## config.mk

```make
export PLATFORM = sky130hd
export DESIGN_NAME = seven_seg_scan_controller
export DESIGN_NICKNAME = d
export VERILOG_FILES = /design/src/rtl/seven_seg_scan_controller.sv
export SDC_FILE = /design/constraint.sdc
export NUM_CORES = 1
export LEC_CHECK = 0
export CAP_MARGIN = 25
export CORE_AREA = 8 8 117 141
export CTS_CLUSTER_DIAMETER = 30
export DETAILED_ROUTE_END_ITERATION = 6
export DIE_AREA = 0 0 125 149
export PLACE_DENSITY = 0.68
export SLEW_MARGIN = 10
export SYNTH_ARGS = -nofsm -noshare
export SYNTH_HDL_FRONTEND = slang
export SYNTH_SLANG_ARGS = --single-unit
```

## constraint.sdc

```tcl
create_clock -name clk -period 4.3 [get_ports clk]
set_clock_uncertainty 0.05 [all_clocks]
set_input_delay 0.86 -clock clk [delete_from_list [all_inputs] [get_ports clk]]
set_output_delay 0.86 -clock clk [all_outputs]
set_load 0.05 [all_outputs]
```

## src/rtl/seven_seg_scan_controller.sv

```systemverilog
// Time-multiplexed scan controller for an 8-digit seven-segment display.
// Double-buffered frame (BCD, DP, enables) swapped only at frame boundaries, with leading-zero blanking.
module seven_seg_scan_controller #(
   parameter int unsigned SCAN_DIV = 100000
) (
   input  logic        clk,
   input  logic        rst,
   input  logic [31:0] digits_in,
   input  logic [7:0]  dp_in,
   input  logic [7:0]  mask_in,
   input  logic        load,
   input  logic        blank_lz,
   output logic [7:0]  light_on,
   output logic [3:0]  BCD,
   output logic        DP,
   output logic        load_ack,
   output logic        frame_tick
);

   localparam int DIV_W = $clog2(SCAN_DIV);
   localparam logic [DIV_W-1:0] DIV_LAST = DIV_W'(SCAN_DIV - 1);

   logic [DIV_W-1:0] div_cnt;
   logic [2:0]       idx;
   logic [2:0]       idx_nxt;
   logic             slot_tick;
   logic             boundary;
   logic             xfer;

   logic [31:0] pend_digits, act_digits, act_digits_nxt;
   logic [7:0]  pend_dp, act_dp, act_dp_nxt;
   logic [7:0]  pend_mask, act_mask, act_mask_nxt;
   logic        pend_valid;

   logic [7:0]  zero_run;
   logic        run;
   logic        lit;
   logic [3:0]  sel_digit;
   logic [7:0]  light_nxt;
   logic [3:0]  bcd_nxt;
   logic        dp_nxt;

   // Handshake: load is a request sampled every cycle (last one wins); load_ack is a
   // one-cycle pulse in the cycle the captured frame starts showing at slot 0.
   always_comb begin
      slot_tick      = (div_cnt == DIV_LAST);
      boundary       = slot_tick && (idx == 3'd7);
      xfer           = boundary && (load || pend_valid);
      idx_nxt        = idx + 3'd1;
      act_digits_nxt = act_digits;
      act_dp_nxt     = act_dp;
      act_mask_nxt   = act_mask;
      if (boundary && load) begin
         act_digits_nxt = digits_in;
         act_dp_nxt     = dp_in;
         act_mask_nxt   = mask_in;
      end else if (boundary && pend_valid) begin
         act_digits_nxt = pend_digits;
         act_dp_nxt     = pend_dp;
         act_mask_nxt   = pend_mask;
      end
   end

   // zero_run[i]: every enabled digit from i up to 7 is zero (disabled digits are skipped).
   always_comb begin
      run      = 1'b1;
      zero_run = '0;
      for (int j = 7; j >= 0; j--) begin
         run = run & (~act_mask_nxt[j] | (act_digits_nxt[4*j +: 4] == 4'd0));
         zero_run[j] = run;
      end
      sel_digit = act_digits_nxt[{idx_nxt, 2'b00} +: 4];
      lit       = act_mask_nxt[idx_nxt] &&
                  !(blank_lz && (idx_nxt != 3'd0) && zero_run[idx_nxt]);
      light_nxt = lit ? (8'd1 << idx_nxt) : 8'd0;
      bcd_nxt   = lit ? sel_digit : 4'hF;
      dp_nxt    = lit & act_dp_nxt[idx_nxt];
   end

   always_ff @(posedge clk or posedge rst) begin
      if (rst) begin
         div_cnt     <= '0;
         idx         <= 3'd0;
         pend_digits <= '0;
         pend_dp     <= '0;
         pend_mask   <= '0;
         pend_valid  <= 1'b0;
         act_digits  <= '0;
         act_dp      <= '0;
         act_mask    <= '0;
         light_on    <= 8'd0;
         BCD         <= 4'hF;
         DP          <= 1'b0;
         load_ack    <= 1'b0;
         frame_tick  <= 1'b0;
      end else begin
         div_cnt    <= slot_tick ? '0 : div_cnt + DIV_W'(1);
         frame_tick <= boundary;
         load_ack   <= xfer;
         act_digits <= act_digits_nxt;
         act_dp     <= act_dp_nxt;
         act_mask   <= act_mask_nxt;
         if (load) begin
            pend_digits <= digits_in;
            pend_dp     <= dp_in;
            pend_mask   <= mask_in;
         end
         // A boundary always empties pending: either it transfers or a same-cycle load bypasses it.
         if (boundary)
            pend_valid <= 1'b0;
         else if (load)
            pend_valid <= 1'b1;
         if (slot_tick) begin
            idx      <= idx_nxt;
            light_on <= light_nxt;
            BCD      <= bcd_nxt;
            DP       <= dp_nxt;
         end
      end
   end

endmodule

```

# == Word level (Yosys, flattened, before mapping) ==
# Cells that the tools add are included.
# totals
regBits,132
output_inout_bits,15
word_cells,81
# op_classes
addsub,2
order_cmp,1
n_eq_ne,2
shifts,2
muxes,17
bitwise_logic,24
reduce_logical,19
# ops
cell,n
32-bit two-way mux,2
8-bit two-way mux,5
4-bit zero test,8
32-bit by 6-bit indexed part select with 4-bit output,1
17-bit by 1-bit adder with 17-bit output (second input constant),1
17-bit equality test (second input constant),1
17-bit two-way mux,1
1-bit binary-select mux with 3-bit select,3
1-bit bitwise AND,8
1-bit inverter,8
1-bit bitwise OR,8
1-bit by 3-bit << shifter with 8-bit output (first input constant),1
1-bit logical AND,7
1-bit two-way mux,5
3-bit by 4-bit < comparator with 1-bit output (second input constant),1
4-bit two-way mux,1
3-bit by 1-bit adder with 3-bit output (second input constant),1
3-bit equality test (second input constant),1
3-bit nonzero test,1
2-bit nonzero test,1
1-bit zero test,1
1-bit logical OR,1

# == Logic depth before layout (Yosys ltp) ==
# Gate-level depths: netlist (run 1).
# logic_depth
ltp_word,20
depth_mapped,13
mapped_depth_nobuf,11

# == Worst setup path after synthesis (run 1) ==
# OpenSTA, ideal clock, no wires.
# synth_timing
kind,reg2reg
start,reg div_cnt[0]
end,reg light_on[4]
setup_time_ns,0.122
arrival_time_ns,3.387
required_time_ns,4.128
setup_slack_ns,0.741
path_stages_with_launch,13
n_path_buf,2
period_less_slack_ns,3.559
cell_sequence,dfrtp_1 > ha_1 > and4_1 > clkbuf_1 > nand2_1 > or4_1 > buf_2 > o221a_4 > or4_1 > a22o_1 > a2111oi_4 > o211ai_2 > a32o_1
# synth_between
elab_cells_between_ends,47
classes_between,eq/ne: 1; mux: 9; bitwise: 23; reduce/logical: 14
# synth_lines
item,line_no,rtl
from (decl),23,logic [DIV_W-1:0] div_cnt;
from (signal assigned),97,div_cnt <= slot_tick ? '0 : div_cnt + DIV_W'(1);
17-bit equality test *,46,slot_tick = (div_cnt == DIV_LAST);
1-bit logical AND *,47,boundary = slot_tick && (idx == 3'd7);
1-bit logical AND,57,end else if (boundary && pend_valid) begin
32-bit two-way mux,57,
32-bit two-way mux *,53,if (boundary && load) begin
named net act_digits_nxt[23],30,"logic [31:0] pend_digits, act_digits, act_digits_nxt;"
4-bit zero test *,69,run = run & (~act_mask_nxt[j] | (act_digits_nxt[4*j +: 4] == 4'd0));
1-bit bitwise OR *,69,
1-bit bitwise AND *,69,
1-bit bitwise AND (5 in series),69,
1-bit binary-select mux with 3-bit select *,74,!(blank_lz && (idx_nxt != 3'd0) && zero_run[idx_nxt]);
1-bit two-way mux (not written as such) *,74,
1-bit logical AND *,74,
1-bit zero test *,74,
1-bit logical AND *,73,lit = act_mask_nxt[idx_nxt] &&
8-bit two-way mux *,75,light_nxt = lit ? (8'd1 << idx_nxt) : 8'd0;
to (signal assigned),115,light_on <= light_nxt;
to (decl),13,"output logic [7:0] light_on,"
# The timed path passes the listed nets; every way through them passes the cells marked *. The select of a mux whose other input is x is not followed.
# A chain may end at the register's enable or synchronous reset.

# == Worst setup path after layout (run 1) ==
# layout_timing
start,reg div_cnt[5]
end,reg light_on[4]
# layout_between
elab_cells_between_ends,47
classes_between,eq/ne: 1; mux: 9; bitwise: 23; reduce/logical: 14
# layout_lines
item,line_no
17-bit equality test *,46
1-bit logical AND *,47
1-bit logical AND,57
32-bit two-way mux,57
32-bit two-way mux *,53
named net act_digits_nxt[17],30
4-bit zero test *,69
1-bit bitwise OR *,69
1-bit bitwise AND *,69
1-bit bitwise AND (4 in series),69
1-bit binary-select mux with 3-bit select *,74
1-bit two-way mux (not written as such) *,74
1-bit logical AND *,74
1-bit zero test *,74
1-bit logical AND *,73
8-bit two-way mux *,75
# Marked as above.

==> parameters.txt, run 1 <==
Parameter                              Value

Worst setup path
  Cell with the biggest individual delay on the critical path    sky130_fd_sc_hd__or4_1
  Worst setup path class    register to register
  Critical path data arrival time    4.15 ns
  Crit path buf inv count    1
  Cell breakdown of the critical path    nor4b_4, nand3_4, or4_1, buf_4, o221a_2, o41ai_1, o21ai_0, o311ai_2, o211ai_2, a32o_1
  Data required time at the worst endpoint    4.56 ns
  Maximum fanout along the worst path    19
  Peak per-stage delay on the critical path    0.70 ns
  Kind of start point of the critical path    register
  Critical Path End Type    register
  Family of cells with the greatest summed delay on the critical path    compound AO/OA/AOI/OAI gates

Synthesis
  Yosys reg bits    132
  Area share of the leading cell type in the synthesized netlist    between 50 and 60%
  Total of warnings raised by yosys    0
  Number of synthesized flops with an enable pin    0
  Most used DFF post-synth    sky130_fd_sc_hd__dfrtp_1
  Sequential-to-total area share from yosys stat    52.62%
  Mapped Cells    517
  Netlist Area Pre-Place    0.006287 sq mm
  Post-Synthesis Net Count    around 580
  Cell type contributing the most total cell area after synthesis    sky130_fd_sc_hd__dfrtp_1
  Number of different library cells in the post-synthesis netlist    66
  Async S/R FF share, synth    100.0%
  Leading cell types by total area after synthesis    sky130_fd_sc_hd__dfrtp_1 51%, sky130_fd_sc_hd__mux2_2 8.1%, sky130_fd_sc_hd__o221a_2 3.9%
  Average footprint of a synthesized cell    12.16 sq um

Global routing
  Largest net degree at the start of global routing    57
  Initial antenna violation count    0
  Global-route wire length before repair    27040 microns
  Overall global routing resource usage    18.45%
  Vias in the first global route    around 4900
  Aggregate global routing overflow    0

Drt
  Number of nets with antenna violations after routing    0
  First-pass iteration count of the detailed router    4
  Vias per Instance    5.968
  Detailed-route wire length    between 15000 and 20000 microns
  Avg WL per Cell    21.06 microns
  DRC marker count from the first detailed-route iteration    346
  DRC    0
  Vias after detailed routing    4667

Placed design
  GPL Wtd Cong    0.8922
  Inst Count DP    between 700 and 800
  Count of port buffers added during placement    66
  DP HPWL    about 12000 microns
  Post-placement cell area    0.007222 sq mm
  Worst setup slack before clock tree synthesis    ~0.39 ns

Final layout
  Post-layout utilization of the core    a little under three fifths
  Most common cell after layout, fill and taps aside    sky130_fd_sc_hd__dfrtp_1
  Share of cells above drive strength 1    between 20 and 25%
  Area growth syn-to-layout    24.14%
  N_diodes    0
  Cell area after layout    about 0.008 sq mm
  Non-filler cells, final    782
  Post-layout net count    around 650
  Most used cells in the layout excluding fill and tap cells    128 x sky130_fd_sc_hd__dfrtp_1, 65 x sky130_fd_sc_hd__clkdlybuf4s50_1, 45 x sky130_fd_sc_hd__mux2_2

Clock tree
  Count of cells resized by post-cts repair    0
  Hold buffer count at CTS    0
  Clock tree from TritonCTS    built
  Number of buffers inserted by post-CTS setup repair    0
  H-tree depth    4
  Num CTS Buffers    17
  Latest clock arrival within the worst-skew pair    ~0.43 ns
  Worst-path clk slew    0.06 ns
  Clock tree sinks    132
  CTS root buffer    sky130_fd_sc_hd__clkbuf_16
  Clock Tree Buf Depth    2

Floorplan
  DIE AREA    0.01863 sq mm
  Rows    48
  X dimension of the die    125 microns
  Overall die height    149 microns
  Top-Level Pins    between 60 and 70
  Standard cell core area    0.01417 sq mm
  Effective utilization at floorplan    44.36%

STA
  Slew of the pin with the lowest slew margin    0.6777 ns
  Fmax    0.2571 GHz
  Setup total negative slack    0 ns
  Post-route minimum period    between 3 and 4 ns
  Final count of pins violating max slew    0
  Max_slew headroom    54.47%
  Unrepaired setup endpoints after global routing    false
  Worst hold margin    0.4340 ns
  Final period utilization    90.45%
  Setup slack of the critical path after layout    0.4107 ns
  Hold violation total from the final report    0
  Number of setup violations in the final report    0

Status
  Status    finished, final reports clean

Power and ir drop
  Worst voltage drop across the vdd grid    ~0.24 mV
  Final total power    2.940 mW
  Power density over cell area    376.6 mW/mm^2
  Standby leakage power    3.438 nW

Worst hold path
  Class of the most critical hold timing path    register to register

Job
  # Max-Cap Violations    0
==> final timing paths <==
check	start	to	slack [ns]	cells after the start
worst max-delay path	div_cnt[5]	light_on[4]	0.41	10
worst min-delay path	pend_digits[20]	pend_digits[20]	0.43	1
worst max register to register	div_cnt[5]	light_on[4]	0.41	10
worst min register to register	pend_digits[20]	pend_digits[20]	0.43	1
max in group asynchronous	rst	BCD[2]	2.62	3
min in group asynchronous	rst	pend_mask[3]	0.75	2
==> state kept, by name, summed over array words and instances, names as in the netlist <==
| signal | cells |
|---|---|
| pend_dp | 8 |
| DP | 1 |
| act_mask | 8 |
| act_digits | 32 |
| act_dp | 8 |
| BCD | 4 |
| pend_valid | 1 |
| frame_tick | 1 |
| pend_mask | 8 |
| pend_digits | 32 |
| idx | 3 |
| light_on | 8 |
| div_cnt | 17 |
| load_ack | 1 |
==> report_power, final <==
group | internal (mW) | switching (mW)
combinational | 0.0999 | 0.0854
clock | 0.856 | 0.576
sequential | 1.29 | 0.0281
total | 2.25 | 0.689
==> kinds of logic (layout without fill, tap and decap cells) <==
group | Yosys count | after routing | share of synthesized area, %
AO/OA/AOI/OAI | 135 | 135 | 18.11
flip-flops | 132 | 132 | 52.62
AND/OR/NAND/NOR | 117 | 117 | 9.890
XOR/XNOR | 15 | 15 | 2.090
buffers and inverters | 46 | 136 | 2.826
multiplexers | 64 | 64 | 12.88
adder cells (fa/ha/maj) | 8 | 8 | 1.592
==> layout make-up <==
type / count / area, sq um
repair buffers: 87 / 825.8
clock buffers: 17 / 425.4
inverters: 17 / 67.56
fillers: 1181 / 6369
flip-flops and latches: 132 / 3308
clock inverters: 15 / 157.7
well taps: 175 / 219.0
multi-input cells: 339 / 2801
==> cell usage after synthesis (all sizes together), types with 9 or more instances <==
cell and count:
dfrtp 128, o221a 23, mux4 9, a21o 23, mux2 45, nand2 25, nand3 13, clkbuf 23
inv 16, o21ai 15, mux2i 10, nor2 36
==> layer usage <==
layer	global-route usage (%)	vias to the layer above	share of wire, %
li1	-	2119	-
met1	21.82	2363	41
met2	31.29	158	51
met3	4.506	27	5.2
met4	8.481	0	2.7
met5	0	-	0
Note: power is estimated with default switching activity, not from simulation.
==> run 2: changes to the inputs <==
- GPL_TIMING_DRIVEN: default -> 1
==> results of run 2 <==
No change in the layout: final DEF, timing and power equal those of run 1.
==> RTL edit 1: new RTL, config.mk and constraints of run 1 <==
Set the parameter `SCAN_DIV` to 200000 (it was 100000).
--- a/src/rtl/seven_seg_scan_controller.sv
+++ b/src/rtl/seven_seg_scan_controller.sv
@@ -3,3 +3,3 @@
 module seven_seg_scan_controller #(
-   parameter int unsigned SCAN_DIV = 100000
+   parameter int unsigned SCAN_DIV = 200000
 ) (
Behaviour: same outputs for any inputs over 10 cycles, from zero or initial values and one cycle with rst high; that may be too few to reach the edited logic, so the function may still have changed.
==> RTL edit 1 against run 1 <==
  * Sequential share of layout area decreased by 1.7 points
  * Total power increased by 2.2%
  * Non-clock buffer count decreased by 3
  * Worst hold slack improved by 0.00099 ns
  * Synthesized area increased by 6.2%
  * Critical endpoint is now light_on[1]$_DFFE_PP0N_
  * Routed wire length increased by 11%
  * Sequential cell count increased by 1
  * Maximum frequency decreased by 4.9%
  * Clock power increased by 4%
  * Setup slack got worse by 0.20 ns
  * Final area increased by 4.9%
==> RTL edit 1: results (changes against run 1) <==
status: "completed"
buffers: 84  # -3.4%
final-clk-cell-share_pct: 7.44  # -0.031 points
final_nets: 759  # +16%
wl_per_cell_um: 20.6  # -2.4%
ys_seq_area_share_pct: 49.9  # -2.7 points
cpPeakStageDelay_ns: 0.57  # -0.13 ns
area_share_nonclk_buffers_pct: 10.1  # -0.44 points
critPathMaxFanout: 33  # +14
pre_cts_ws_ns: 0.272  # -0.116 ns
r2r_slack_ns: 0.21  # -0.20 ns
crit_family: "simple AND/OR/NAND/NOR gates"
r2r_start: "div_cnt[13]$_DFF_PP0_"
grt_pass1_wl_um: 29600  # +9.6%
num-clock-buffers: 19  # +2
first_pass_iters: 5  # +1
seq_area_share_pct: 40.7  # -1.7 points
vdd_drop_max_uv: 230  # -2.6%
design.seq.count: 133  # +0.76%
cp-endpoint: "light_on[1]$_DFFE_PP0N_"
max-slew-margin-rel_pct: 51.9  # -2.6 points
arrival_ns: 4.35  # +0.20 ns
n_all_inverters: 23  # +6
hpwl_um: 12800  # +7.4%
synth_top_cells_by_count: "dfrtp_1 (129), nor2_1 (82), mux2_2 (48), clkbuf_1 (30), nand2_1 (30)"
power.leakage_uw: 0.00365  # +6.2%
nFillCells: 1188  # +0.59%
synth_fa_ha_area_share_pct: 1.50  # -0.093 points
max_freq_mhz: 245  # -4.9%
multiInputGateArea_mm2: 0.00311  # +11%
first_iter_violations: 547  # +58%
cp_slowest_cell: "or4b_1"
syn_nets: 697  # +21%
synthTopCellsByArea: "dfrtp_1 (48%), mux2_2 (8.1%), nor2_1 (4.6%)"
ys_types: 63  # -4.5%
synth-xor-area-share_pct: 2.10  # +0.0098 points
reg.largest.list: "act_digits (32), pend_digits (32), div_cnt (18)"
grt_pass1_vias: 5622  # +14%
power.density_mw_per_mm2: 367  # -2.6%
startpoint_type: "register"
nMultiInputCombCells: 440  # +30%
place_congestion: 0.903  # +1.2%
synth.area.mux_share_pct: 8.10  # -4.8 points
drive_gt1_share_pct: 18.0  # -6.1 points
viasPerCell: 6.20  # +3.8%
RTL edit 1: cell count changes in the layout (fill, tap and decap cells not counted), moves of 8 or more:
cell	change
o211ai_1	+10
mux4_2	-9
a21o_1	-22
mux2i_1	-10
nand3_1	+8
o22ai_1	+18
nor2_1	+46
o21bai_1	+22
o211a_1	+15
o221a_2	-18
a31oi_1	+20
nor3_1	+9
RTL edit 1: power by group:
part           leakage [uW]  internal [uW]  total [uW]  switching, uW
sequential          0.00167           1300        1330           27.5
clock              0.000298            938        1490            554
combinational       0.00168           98.2         184           85.5
total               0.00365           2340        3000            667
RTL edit 1: how the worst min path moves through the flow:
stage                                   startpoint                       end  slack [ns]  cells past startpoint
final                         div_cnt[0]$_DFF_PP0_      div_cnt[0]$_DFF_PP0_        0.43                      1
after global placement        div_cnt[0]$_DFF_PP0_      div_cnt[0]$_DFF_PP0_        0.41                      1
after floorplan               div_cnt[0]$_DFF_PP0_      div_cnt[0]$_DFF_PP0_        0.40                      1
after CTS                     div_cnt[0]$_DFF_PP0_      div_cnt[0]$_DFF_PP0_        0.44                      1
after detailed placement      div_cnt[0]$_DFF_PP0_      div_cnt[0]$_DFF_PP0_        0.43                      1
after global routing      pend_mask[1]$_DFFE_PP0P_  pend_mask[1]$_DFFE_PP0P_        0.46                      1
RTL edit 1: stage by stage:
step,util [%],instances,power (uW)
2_1_floorplan,-,637,1440
3_3_place_gp,53.4,855,1530
3_5_place_dp,53.4,855,1530
4_1_cts,57.7,887,3020
5_1_grt,57.8,887,3100
6_report,57.8,887,3000
RTL edit 1: metal layers:
layer  part of all wire (%)  global-route usage (%)  up-vias
li1                       -                       -     2506
met1                     42                    24.2     2766
met2                     49                    33.1      187
met3                    5.4                    5.40       38
met4                    3.0                    9.33        0
met5                      0                       0        -
==> RTL edit 2: new RTL, settings of run 1 <==
Without the edit above. Reset style: synchronous (`rst`), changed in one clocked block.
--- a/src/rtl/seven_seg_scan_controller.sv
+++ b/src/rtl/seven_seg_scan_controller.sv
@@ -79,3 +79,3 @@
 
-   always_ff @(posedge clk or posedge rst) begin
+   always_ff @(posedge clk) begin
       if (rst) begin
Formal check against the unedited RTL: no difference found for any inputs over 10 cycles, from zero or initial values and one cycle with rst high; that may be too few to reach the edited logic, so the function may still have changed.
==> RTL edit 2 against run 1 <==
  * Sequential cell count did not move
  * Via count is 11% higher
  * Critical path type unchanged
  * Total power decreased by 3.0%
  * Final area fell by 4.0%
  * Synthesized area is 2.8% lower
  * Routed wire length barely moved
  * Synthesized cell count is 31% higher
  * Setup slack improved by 0.033 ns
==> RTL edit 2: results (changes against run 1) <==
r2r_start: "div_cnt[0]$_SDFF_PP0_"
r2r_slack_ns: 0.44  # +0.03 ns
gr-total-overflow: 0  # unchanged
grt_pass1_vias: 5202  # +5.6%
yosys_most_used_dff: "dfxtp_1"
hpwl_um: 11700  # -1.9%
nFillCells: 1301  # +10%
grt_pass1_wl_um: 27000  # -0.13%
critPathMaxFanout: 35  # +16
routed_wirelength_um: 16500  # about the same
grt_max_degree: 58  # +1.8%
synthTopCellsByArea: "dfxtp_1 (43%), mux2i_1 (13%), nor2_1 (7.7%)"
netSwitchingPower_uw: 615  # -11%
syn_nets: 739  # +28%
min-delay-start: "div_cnt[0]$_SDFF_PP0_"
drive_gt1_share_pct: 8.56  # -15 points
worst_slew_pin_slew_ns: 0.901  # +0.223 ns
place_congestion: 0.935  # +4.8%
ys_types: 63  # -4.5%
worstReg2RegEnd: "light_on[0]$_SDFFE_PP0P_"
whs_endpoint: "div_cnt[0]$_SDFF_PP0_"
hp-class: "register to register"
ys_async_sr_fraction_pct: 0  # -100 points
grt_usage_pct: 18.1  # -0.33 points
vdd_drop_max_uv: 221  # -6.3%
viasPerCell: 5.60  # -6.2%
arrival_ns: 4.12  # -0.03 ns
status: "completed"
synth_top_cells_by_count: "dfxtp_1 (132), nor2_1 (125), mux2i_1 (77), nand3_1 (39), clkbuf_1 (32)"
r2r_cells: 12  # +2
whs_ns: 0.401  # -0.0328 ns
first_pass_iters: 6  # +2
final_nets: 796  # +22%
ys_seq_area_share_pct: 43.3  # -9.4 points
==> RTL edit 2: logic make-up (layout without fill, tap and decap cells) <==
family,Yosys count,after routing,share of synthesized area [%]
compound gates,120,120,13.6
xor+xnor,15,15,2.15
simple gates,255,255,19.3
flops,132,132,43.3
fa+ha+maj,8,8,1.64
buf+inv,59,128,4.30
mux,90,90,15.8
==> RTL edit 2: stage by stage <==
stage / std cells / setup WS, ns / total power (uW) / cell area [um2]
floorplan: 679 / 0.601 / 1370 / 6110
global placement: 892 / 0.548 / 1440 / 6910
detailed placement: 892 / 0.446 / 1440 / 6910
CTS: 923 / 0.476 / 2870 / 7500
global route: 923 / 0.126 / 2950 / 7500
finish: 923 / 0.444 / 2850 / 7500
==> RTL edit 2: worst max-delay path: stages, from the launching register on <==
cell,delay [ns]
dfxtp_1,0.36
ha_1,0.27
nor4bb_1,0.33
nand2_1,0.12
or3_1,0.35
buf_4,0.28
mux2i_1,0.22
a21oi_1,0.12
o41ai_1,0.38
o311ai_1,0.21
a2111o_1,0.50
a31o_1,0.32
a22o_1,0.20
==> RTL edit 2: layout make-up <==
class | count | area [um2] | area share, %
inverters | 14 | 52.6 | 0.701
clock inverters | 8 | 100 | 1.34
flip-flops and latches | 132 | 2640 | 35.3
repair buffers | 83 | 791 | 10.5
clock buffers | 23 | 488 | 6.51
multi-input cells | 488 | 3200 | 42.7
well taps | 175 | 219 | 2.92
==> RTL edit 2: layer usage <==
layer  GRT usage, %  up-vias  wire, um
li1               -     2500         -
met1           20.6     2450      6980
met2           30.5      167      7930
met3           4.76       50       881
met4           10.4        0       669
met5              0        -         0
==> RTL edit 2: power groups by stage <==
stage                     sequential [uW]  clock, uW  combinational, uW
after detailed placement             1300          0                144
after global routing                 1280       1520                156
after global placement               1300          0                141
after floorplan                      1290          0               74.6
final                                1270       1440                144
after CTS                            1270       1460                145
==> RTL edit 2: worst max-delay path by stage <==
| stage | start | end | slack, ns | cells past startpoint |
|---|---|---|---|---|
| after floorplan | load | DP$_SDFFE_PP0P_ | 0.60 | 12 |
| after global placement | load | DP$_SDFFE_PP0P_ | 0.55 | 11 |
| after detailed placement | load | light_on[0]$_SDFFE_PP0P_ | 0.45 | 11 |
| after CTS | div_cnt[0]$_SDFF_PP0_ | DP$_SDFFE_PP0P_ | 0.48 | 12 |
| after global routing | div_cnt[0]$_SDFF_PP0_ | light_on[0]$_SDFFE_PP0P_ | 0.13 | 12 |
| final | div_cnt[0]$_SDFF_PP0_ | light_on[0]$_SDFFE_PP0P_ | 0.44 | 12 |
